<file path="config.mk">
export PLATFORM = sky130hd
export DESIGN_NAME = serout_ctrl_flat
export DESIGN_NICKNAME = d
export VERILOG_FILES = /design/src/rtl/serout_if.sv /design/src/rtl/serout_ctrl.sv /design/src/flat_wrapper.sv
export SDC_FILE = /design/constraint.sdc
export NUM_CORES = 1
export LEC_CHECK = 0
export ABC_AREA = 1
export CORE_ASPECT_RATIO = 1.25
export CORE_UTILIZATION = 50
export CTS_BUF_LIST = sky130_fd_sc_hd__clkbuf_2
export CTS_CLUSTER_DIAMETER = 100
export DETAILED_ROUTE_END_ITERATION = 10
export HOLD_SLACK_MARGIN = 0.15
export PLACE_DENSITY = 0.86
export SETUP_SLACK_MARGIN = 0.5
export SLEW_MARGIN = 20
export SYNTH_ARGS = -nofsm -noshare
export SYNTH_HDL_FRONTEND = slang
export SYNTH_SLANG_ARGS = --single-unit
</file>
<file path="constraint.sdc">
create_clock -name clk -period 1.24 [get_ports clk]
set_input_delay 0.248 -clock clk [delete_from_list [all_inputs] [get_ports clk]]
set_output_delay 0.248 -clock clk [all_outputs]
set_load 0.01 [all_outputs]
</file>
<file path="src/rtl/serout_if.sv">
// SEROUT bus between the register decoder / baud source and the serial-output sequencer.
// SEROUT_TWOTONE_EN adds the two-tone select and tone inputs.
interface serout_if;
  logic       wr_strb;
  logic [7:0] wr_data;
  logic       bit_tick;
  logic       force_break;
`ifdef SEROUT_TWOTONE_EN
  logic       twotone;
  logic       tone1;
  logic       tone2;
`endif
  logic       sout;
  logic       irq_need;
  logic       irq_done;
  logic       busy;

  modport master (
    output wr_strb, wr_data, bit_tick, force_break,
`ifdef SEROUT_TWOTONE_EN
    output twotone, tone1, tone2,
`endif
    input  sout, irq_need, irq_done, busy
  );

  modport slave (
    input  wr_strb, wr_data, bit_tick, force_break,
`ifdef SEROUT_TWOTONE_EN
    input  twotone, tone1, tone2,
`endif
    output sout, irq_need, irq_done, busy
  );
endinterface

</file>
<file path="src/rtl/serout_ctrl.sv">
// POKEY SEROUT sequencer: holding byte -> 10-bit start/data/stop frame shifted one bit per baud tick.
// Optional two-tone output mode is enabled by defining SEROUT_TWOTONE_EN.
module serout_ctrl (
  input  logic     clk,
  input  logic     rst_n,
  input  logic     enp,
  serout_if.slave  bus
);
  localparam logic [0:0] ST_IDLE    = 1'b0;
  localparam logic [0:0] ST_ACTIVE  = 1'b1;
  localparam logic [9:0] SHREG_MARK = 10'h3FF;
  localparam logic [3:0] CNT_FRAME  = 4'd9;

  typedef struct packed {
    logic [0:0] st;
    logic [9:0] shreg;
    logic [3:0] cnt;
    logic [7:0] hold;
    logic       hold_full;
    logic       irq_need;
    logic       irq_done;
  } seq_t;

  localparam seq_t SEQ_RST = '{
    st:        ST_IDLE,
    shreg:     SHREG_MARK,
    cnt:       4'd0,
    hold:      8'h00,
    hold_full: 1'b0,
    irq_need:  1'b0,
    irq_done:  1'b0
  };

  seq_t seq_q, seq_d;
  logic xfer;
  logic line;

  always_comb begin
    seq_d          = seq_q;
    seq_d.irq_need = 1'b0;
    // A new frame may start from idle or exactly on the end tick of the current one (no gap).
    xfer = bus.bit_tick & seq_q.hold_full &
           ((seq_q.st == ST_IDLE) | (seq_q.cnt == 4'd0));

    if (xfer) begin
      seq_d.shreg     = {1'b1, seq_q.hold, 1'b0};
      seq_d.cnt       = CNT_FRAME;
      seq_d.st        = ST_ACTIVE;
      seq_d.hold_full = 1'b0;
      seq_d.irq_need  = 1'b1;
      seq_d.irq_done  = 1'b0;
    end else if (bus.bit_tick && (seq_q.st == ST_ACTIVE)) begin
      if (seq_q.cnt != 4'd0) begin
        seq_d.shreg = {1'b1, seq_q.shreg[9:1]};
        seq_d.cnt   = seq_q.cnt - 4'd1;
      end else begin
        seq_d.st       = ST_IDLE;
        seq_d.irq_done = 1'b1;
        seq_d.shreg    = SHREG_MARK;
      end
    end

    // Write lands after any transfer so a same-edge transfer ships the old byte.
    if (bus.wr_strb) begin
      seq_d.hold      = bus.wr_data;
      seq_d.hold_full = 1'b1;
      seq_d.irq_done  = 1'b0;
    end
  end

  always_ff @(posedge clk or negedge rst_n) begin
    if (!rst_n)   seq_q <= SEQ_RST;
    else if (enp) seq_q <= seq_d;
  end

  assign line = seq_q.shreg[0];

`ifdef SEROUT_TWOTONE_EN
  assign bus.sout = bus.force_break ? 1'b0 :
                    (bus.twotone ? (line ? bus.tone1 : bus.tone2) : line);
`else
  assign bus.sout = bus.force_break ? 1'b0 : line;
`endif

  assign bus.irq_need = seq_q.irq_need;
  assign bus.irq_done = seq_q.irq_done;
  assign bus.busy     = (seq_q.st == ST_ACTIVE);
endmodule

</file>
<file path="src/flat_wrapper.sv">
// flat-port wrapper written by rule: the top's interface ports become plain ports
module serout_ctrl_flat 
  (clk, rst_n, enp, bus_wr_strb, bus_wr_data, bus_bit_tick, bus_force_break, bus_sout, bus_irq_need, bus_irq_done, bus_busy);
  serout_if bus_i ();
  input  logic clk;
  input  logic rst_n;
  input  logic enp;
  input wire logic [$bits(bus_i.wr_strb)-1:0] bus_wr_strb;
  input wire logic [$bits(bus_i.wr_data)-1:0] bus_wr_data;
  input wire logic [$bits(bus_i.bit_tick)-1:0] bus_bit_tick;
  input wire logic [$bits(bus_i.force_break)-1:0] bus_force_break;
  output wire logic [$bits(bus_i.sout)-1:0] bus_sout;
  output wire logic [$bits(bus_i.irq_need)-1:0] bus_irq_need;
  output wire logic [$bits(bus_i.irq_done)-1:0] bus_irq_done;
  output wire logic [$bits(bus_i.busy)-1:0] bus_busy;
  assign bus_i.wr_strb = bus_wr_strb;
  assign bus_i.wr_data = bus_wr_data;
  assign bus_i.bit_tick = bus_bit_tick;
  assign bus_i.force_break = bus_force_break;
  assign bus_sout = bus_i.sout;
  assign bus_irq_need = bus_i.irq_need;
  assign bus_irq_done = bus_i.irq_done;
  assign bus_busy = bus_i.busy;
  serout_ctrl u_core (.clk(clk), .rst_n(rst_n), .enp(enp), .bus(bus_i));
endmodule
</file>
==> summary.md, run 1 <==
| Metric | Value |
|---|---|
| Die height | 57.9 um |
| Main area contributors after synthesis | dfrtp_1 (32%), dfstp_2 (19%), nand2_1 (9.9%), nand3_1 (8.0%), inv_1 (6.9%) |
| Finished Layout Cells | 212 |
| Worst-Margin Slew | 0.231 ns |
| Clock root cell | clkbuf_2 |
| Area delta synth->final | 45.0% |
| Worst Setup Start Kind | flip-flop |
| Die outline width | 46.7 um |
| Port Buffers | 17 |
| Routed WL per cell | 13.8 um |
| DRC Markers | 0 |
| Worst IR drop on VDD | 1890 uV |
| Vias per inst | 5.29 |
| DRT antenna net count | 0 |
| Kind of critical path | flip-flop to output pin |
| Worst-path fanout max | 2 |
| Max_cap viols | 0 |
| PnR worst setup slack | -0.153 ns |
| Area of the multi-input gates | 686 um2 |
| Starting Density | 0.547 |
| Critical path arrival | 1.15 ns |
| CTS Buf Count | 3 |
| Reg2reg setup slack | -0.02 ns |
| Clock Power Share | 0.084 |
| Vias in the first global route | 1,170 |
| Pint | 2.27 mW |
| Total gr overflow | 0 |
| RePlAce Congestion | 0.784 |
| Clk buf depth | 2 |
| First-pass GRT wire length | 5150 um |
| Slew Viols, Final | 0 |
| Routed Wire Length | 2920 um |
| Fin crit share | 1.12 |
| Comb pwr share | 0.562 |
| Design Area, Final | 0.00181 mm2 |
| Critical path origin | u_core.line$_DFFE_PN1P_ |
| Min Tclk post-route | 1.39 ns |
| Slew margin rel. | 0.845 |
| Worst hold path type | primary input to async pin |
| H-tree levels | 1 |
| FP Rows | 19 |
| Seq. cell area | 637 um2 |
| Failing checks | negative setup slack |
| Largest net degree at the start of global routing | 26 |
| Die area | 0.00270 mm2 |
| Synth Register Bits | 25 |
| Sink Count | 25 |
| Placed cell count | 201 |
| Post-Syn Nets | 165 |
| Outcome | finished with violations |
| R2r startpoint | u_core.seq_q[11]$_DFFE_PN0P_ |
| Avg Cell Area, Syn | 8.38 um2 |
| Unique masters post-synth | 24 |
| Dpl hpwl | 1740 um |
| Seq pwr share | 0.353 |
| Antenna fix cells | 0 |
| # hold bufs at CTS | 0 |
| Share of the yosys chip area belonging to registers | 0.510 |
| Yosys top cell area share | 0.321 |
| LEAKAGE | 0.858 nW |
| Final setup viols | 4 |
| Detailed router's first-iteration violation count | 40 |
| Via Count | 1,122 |
| Core Box Area | 0.00228 mm2 |
| Worst-path cell chain | inv_2 -> nor2_4 -> buf_6 |
| Cell count after synthesis | 149 |
| Skew final | 0.00872 ns |
| CP endpoint | bus_sout |
| Pre-Repair DR Iteration Count | 4 |
| PwrDens | 2150 mW/mm2 |
| Fill cells | 153 |
| R2R cell count | 7 |
| Sw power | 1.61 mW |
| Gr usage total | 0.269 |
| Post-DP Area | 0.00160 mm2 |
| Final Hold Viols | 0 |
| Cell type with the largest total area after synthesis | dfrtp_1 |
| Critical Path End Type | output pin |
| Req. time, crit path | 0.99 ns |
| Antenna violations before repair | 0 |
| Critical Path Max Stage Delay | 0.58 ns |
| I/O pin count | 18 |
| Critical-path top delay cell | dfstp_2 |
| Setup tns final | -0.197 ns |
| CTS clk-pin slew, worst paths | 0.23 ns |
| Switching part of the total | 0.415 |
| Synth Warn # | 0 |
| Post-Synthesis Cell Area | 0.00125 mm2 |
| Fmax | 0.718 GHz |
| Layout cells sized above 1 | 0.370 |
| RSZ-0062 raised after global routing | true |
| # nets final | 198 |
| Critical register-to-register path endpoint | u_core.seq_q[22]$_DFFE_PN1P_ |
| Worst skew pair latency | 0.36 ns |
| TritonCTS clock tree | yes |
-- layout by cell type, fill, tap and decap left out, drive strengths merged --
cell type      count
inv               25
o21ai              4
and3               1
xor2               1
buf               18
clkbuf             5
nor2              11
o21bai             1
ha                 2
nand4              1
clkdlybuf4s50     11
mux2               1
dlygate4sd2        1
nand3             21
nand2             39
a21oi              7
dfrtp             16
o211ai             7
dfstp              9
-- metrics by stage --
step	hold slack, ns	setup slack, ns	utilization	power [mW]
finish	0.195	-0.153	0.793	3.89
global route	0.193	-0.191	0.793	4.14
CTS	0.196	-0.150	0.781	3.72
detailed placement	0.454	-0.308	0.699	2.86
global placement	0.450	-0.304	0.699	2.79
floorplan	-0.0476	0.152	-	2.40
-- worst min-delay path by stage --
stage | from | endpoint
detailed placement | u_core.seq_q[17]$_DFFE_PN1P_ | u_core.seq_q[17]$_DFFE_PN1P_
floorplan | rst_n | u_core.bus.busy$_DFFE_PN0P_
finish | rst_n | u_core.seq_q[3]$_DFFE_PN0P_
CTS | rst_n | u_core.seq_q[12]$_DFFE_PN0P_
global route | rst_n | u_core.seq_q[12]$_DFFE_PN0P_
global placement | u_core.seq_q[21]$_DFFE_PN1P_ | u_core.seq_q[21]$_DFFE_PN1P_
-- metal layers --
| metal | track usage | part of all wire | wire, um |
|---|---|---|---|
| met4 | 0.131 | 0.026 | 77 |
| met1 | 0.314 | 0.38 | 1120 |
| met2 | 0.460 | 0.55 | 1620 |
| met3 | 0.0436 | 0.035 | 103 |
| met5 | 0 | 0 | 0 |
-- cells in the mapped netlist, drive strengths merged --
cell	number
mux2	1
buf	4
dfstp	9
inv	25
xor2	1
nor2	11
nand4	1
ha	2
o211ai	7
nand3	21
and3	1
o21ai	4
dfrtp	16
o21bai	1
nand2	38
a21oi	7
-- power by group through the flow --
stage                     sequential (mW)  combinational [mW]  clock (mW)
after global routing                 1.40                2.38       0.361
after floorplan                      1.35                1.05           0
after detailed placement             1.37                1.49           0
after CTS                            1.37                2.02       0.338
after global placement               1.35                1.44           0
final                                1.37                2.19       0.327
-- flip-flops by register name (all words and copies together), names as in the netlist --
register	count
u_core.seq_q	21
u_core.line	1
u_core.bus.irq_need	1
u_core.bus.irq_done	1
u_core.bus.busy	1
-- logic make-up (layout without fill, tap and decap cells) --
kind of cell             after synthesis  after routing  share of synthesized area
AO/OA/AOI/OAI                         19             19                     0.0922
buffers and inverters                 29             60                      0.100
AND/OR/NAND/NOR                       72             73                      0.262
XOR/XNOR                               1              1                    0.00702
multiplexers                           1              1                    0.00902
flip-flops                            25             25                      0.510
adder cells (fa/ha/maj)                2              2                     0.0200
-- layout make-up --
type / count / share of cell area
multi-input cells: 96 / 0.379
repair buffers: 31 / 0.185
well taps: 31 / 0.0214
clock buffers: 4 / 0.0111
flip-flops and latches: 25 / 0.352
inverters: 25 / 0.0518
-- critical path: cells and delay by family (launching register included) --
family	cells	cell delay [ns]
buffers and inverters	2	0.14
DFF	1	0.58
and+or+nand+nor	1	0.07
-- repair_timing --
| item | in CTS | in global routing |
|---|---|---|
| resized for setup | 45 | 6 |
| buffers inserted | 5 | 1 |
| gates cloned | 1 | 0 |
| endpoints found under the setup margin | 29 | 29 |
| pin swaps | 31 | 6 |
No activity file was read; power rests on OpenSTA's default activity.
==> run 2, diff against run 1 <==
CTS_CLUSTER_DIAMETER = 50   (was 100)
==> results of run 2 <==
Final layout, timing and power as in run 1 (identical DEF).
==> run 3, diff against run 2 <==
clock period = 1.25 ns   (was 1.24 ns; I/O delays follow)
==> run 3 against run 2 <==
The run still ends with negative setup slack left. Non-clock buffer count increased by 7. Largest power group unchanged. Critical path type unchanged. Core utilization increased by 4.7 points. Global-route usage shrank 3.1 points. Largest cell class unchanged. Design area is 5.9% higher. Combinational power up 4%. Die area did not move. Total power grew 3.6%.
==> summary.md, run 3 (synthesis results as in run 1) <==
| Metric | Value |
|---|---|
| PnR worst setup slack | -0.157 ns |
| Outcome | finished with violations |
| I/O pin count | 18 |
| Buf/Inv on CP | 2 |
| Biggest register | u_core.seq_q |
| R2R cell count | 7 |
| Slew margin rel. | 0.842 |
| Largest register FFs | 21 |
| First-pass GRT wire length | 4550 um |
| Final core occ | 0.840 |
| Final setup viols | 3 |
| Area of the multi-input gates | 703 um2 |
| # nets final | 205 |
| Met3 WL | 157 um |
| Dpl hpwl | 1760 um |
| Routed Wire Length | 3340 um |
| Worst-Margin Slew | 0.237 ns |
| DRT antenna net count | 0 |
| Worst Setup Start Kind | flip-flop |
| Vias in the first global route | 1,051 |
| Crit-path leading delay family | flip-flops |
| Worst skew pair latency | 0.37 ns |
| Antenna fix cells | 0 |
| Clk buf depth | 2 |
| Most frequent cells in the layout | nand2_1 (25), inv_1 (18), nand3_1 (14) |
| Critical path arrival | 1.16 ns |
| Critical Path End Type | output pin |
| Req. time, crit path | 1.00 ns |
| RePlAce Congestion | 0.785 |
| Critical register-to-register path endpoint | u_core.seq_q[20]$_DFFE_PN1P_ |
| Failing checks | negative setup slack |
| Total gr overflow | 0 |
| Worst-path cell chain | inv_2 -> nor2_4 -> buf_6 |
| Worst hold path type | primary input to async pin |
| Comb pwr share | 0.565 |
| Detailed router's first-iteration violation count | 63 |
| CTS clk-pin slew, worst paths | 0.24 ns |
| Seq pwr share | 0.350 |
| Antenna violations before repair | 0 |
| Pint | 2.34 mW |
| Fin crit share | 1.13 |
| Routed WL per cell | 15.3 um |
| Sink Count | 25 |
| Routed wl met2 | 1780 um |
| DRT met1 WL | 1280 um |
| Critical-path top delay cell | dfstp_2 |
| Max_cap viols | 0 |
| Kind of critical path | flip-flop to output pin |
| Reg2reg setup slack | -0.07 ns |
| Layout cells sized above 1 | 0.426 |
| Skew final | 0.0111 ns |
| Vias per inst | 5.42 |
| Die outline width | 46.7 um |
| Overall Power | 4.02 mW |
| Switching part of the total | 0.418 |
| Min Tclk post-route | 1.41 ns |
| H-tree levels | 1 |
| Worst IR drop on VDD | 1680 uV |
| LEAKAGE | 0.910 nW |
| Fill cells | 136 |
| Port Buffers | 17 |
| Via Count | 1,188 |
| TritonCTS clock tree | yes |
| Fmax | 0.711 GHz |
| Pre-Repair DR Iteration Count | 4 |
| Final Hold Viols | 0 |
| Core Box Area | 0.00228 mm2 |
| Die height | 57.9 um |
| Critical Path Max Stage Delay | 0.58 ns |
| Clock root cell | clkbuf_2 |
| Die area | 0.00270 mm2 |
| PwrDens | 2100 mW/mm2 |
| RSZ-0062 raised after global routing | true |
| DRC Markers | 0 |
| Top layer in use | met4 |
| CTS Buf Count | 3 |
| Commonest non-fill, non-tap cell in the layout | nand2_1 |
| Largest net degree at the start of global routing | 26 |
| Clock Power Share | 0.085 |
| FP Rows | 19 |
| Starting Density | 0.547 |
| R2r startpoint | u_core.seq_q[12]$_DFFE_PN0P_ |
| Slew Viols, Final | 0 |
| Area delta synth->final | 53.6% |
| Sw power | 1.68 mW |
| Worst-path fanout max | 2 |
| Seq. cell area | 641 um2 |
| Gr usage total | 0.238 |
-- run 3: per-layer routing --
metal / GRT usage / up-vias
met5: 0 / -
met3: 0.0405 / 13
li1: - / 555
met4: 0.131 / 0
met1: 0.290 / 579
met2: 0.387 / 41
-- run 3: what timing repair did --
action / 4_1_cts / 5_1_grt
setup endpoints to repair: 29 / 23
pin swaps: 28 / 15
cloned: 1 / 1
resized for setup: 44 / 19
setup buffers: 3 / 10
hold buffers: 0 / 0
-- run 3: layout make-up --
class                   count  area share
repair buffers             38       0.217
flip-flops and latches     25       0.334
inverters                  25      0.0515
clock buffers               4      0.0104
well taps                  31      0.0202
multi-input cells          96       0.367
-- run 3: power by group through the flow --
| stage | combinational, mW | clock (mW) | sequential (mW) |
|---|---|---|---|
| 2_1_floorplan | 1.04 | 0 | 1.34 |
| 3_3_place_gp | 1.39 | 0 | 1.35 |
| 3_5_place_dp | 1.45 | 0 | 1.37 |
| 4_1_cts | 1.84 | 0.335 | 1.37 |
| 5_1_grt | 2.48 | 0.369 | 1.43 |
| 6_report | 2.28 | 0.340 | 1.41 |
-- run 3: worst max path at each step --
stage	from	end	slack, ns	cells past startpoint
6_report	u_core.line$_DFFE_PN1P_	bus_sout	-0.16	3
5_1_grt	u_core.line$_DFFE_PN1P_	bus_sout	-0.21	3
4_1_cts	u_core.line$_DFFE_PN1P_	bus_sout	-0.15	3
3_5_place_dp	bus_force_break	bus_sout	-0.30	3
3_3_place_gp	bus_force_break	bus_sout	-0.30	3
2_1_floorplan	u_core.seq_q[11]$_DFFE_PN0P_	u_core.bus.irq_done$_DFFE_PN0P_	0.16	6
-- run 3: metrics by stage --
step           cell area, um2  hold WS (ns)  worst slack (ns)  TNS [ns]  instances
5_1_grt                  1920         0.184            -0.206    -0.814        219
3_5_place_dp             1590         0.457            -0.302     -5.06        200
6_report                 1920         0.184            -0.157    -0.262        219
3_3_place_gp             1590         0.450            -0.298     -4.60        200
4_1_cts                  1740         0.198            -0.146    -0.186        208
2_1_floorplan            1320       -0.0456             0.162         0        149
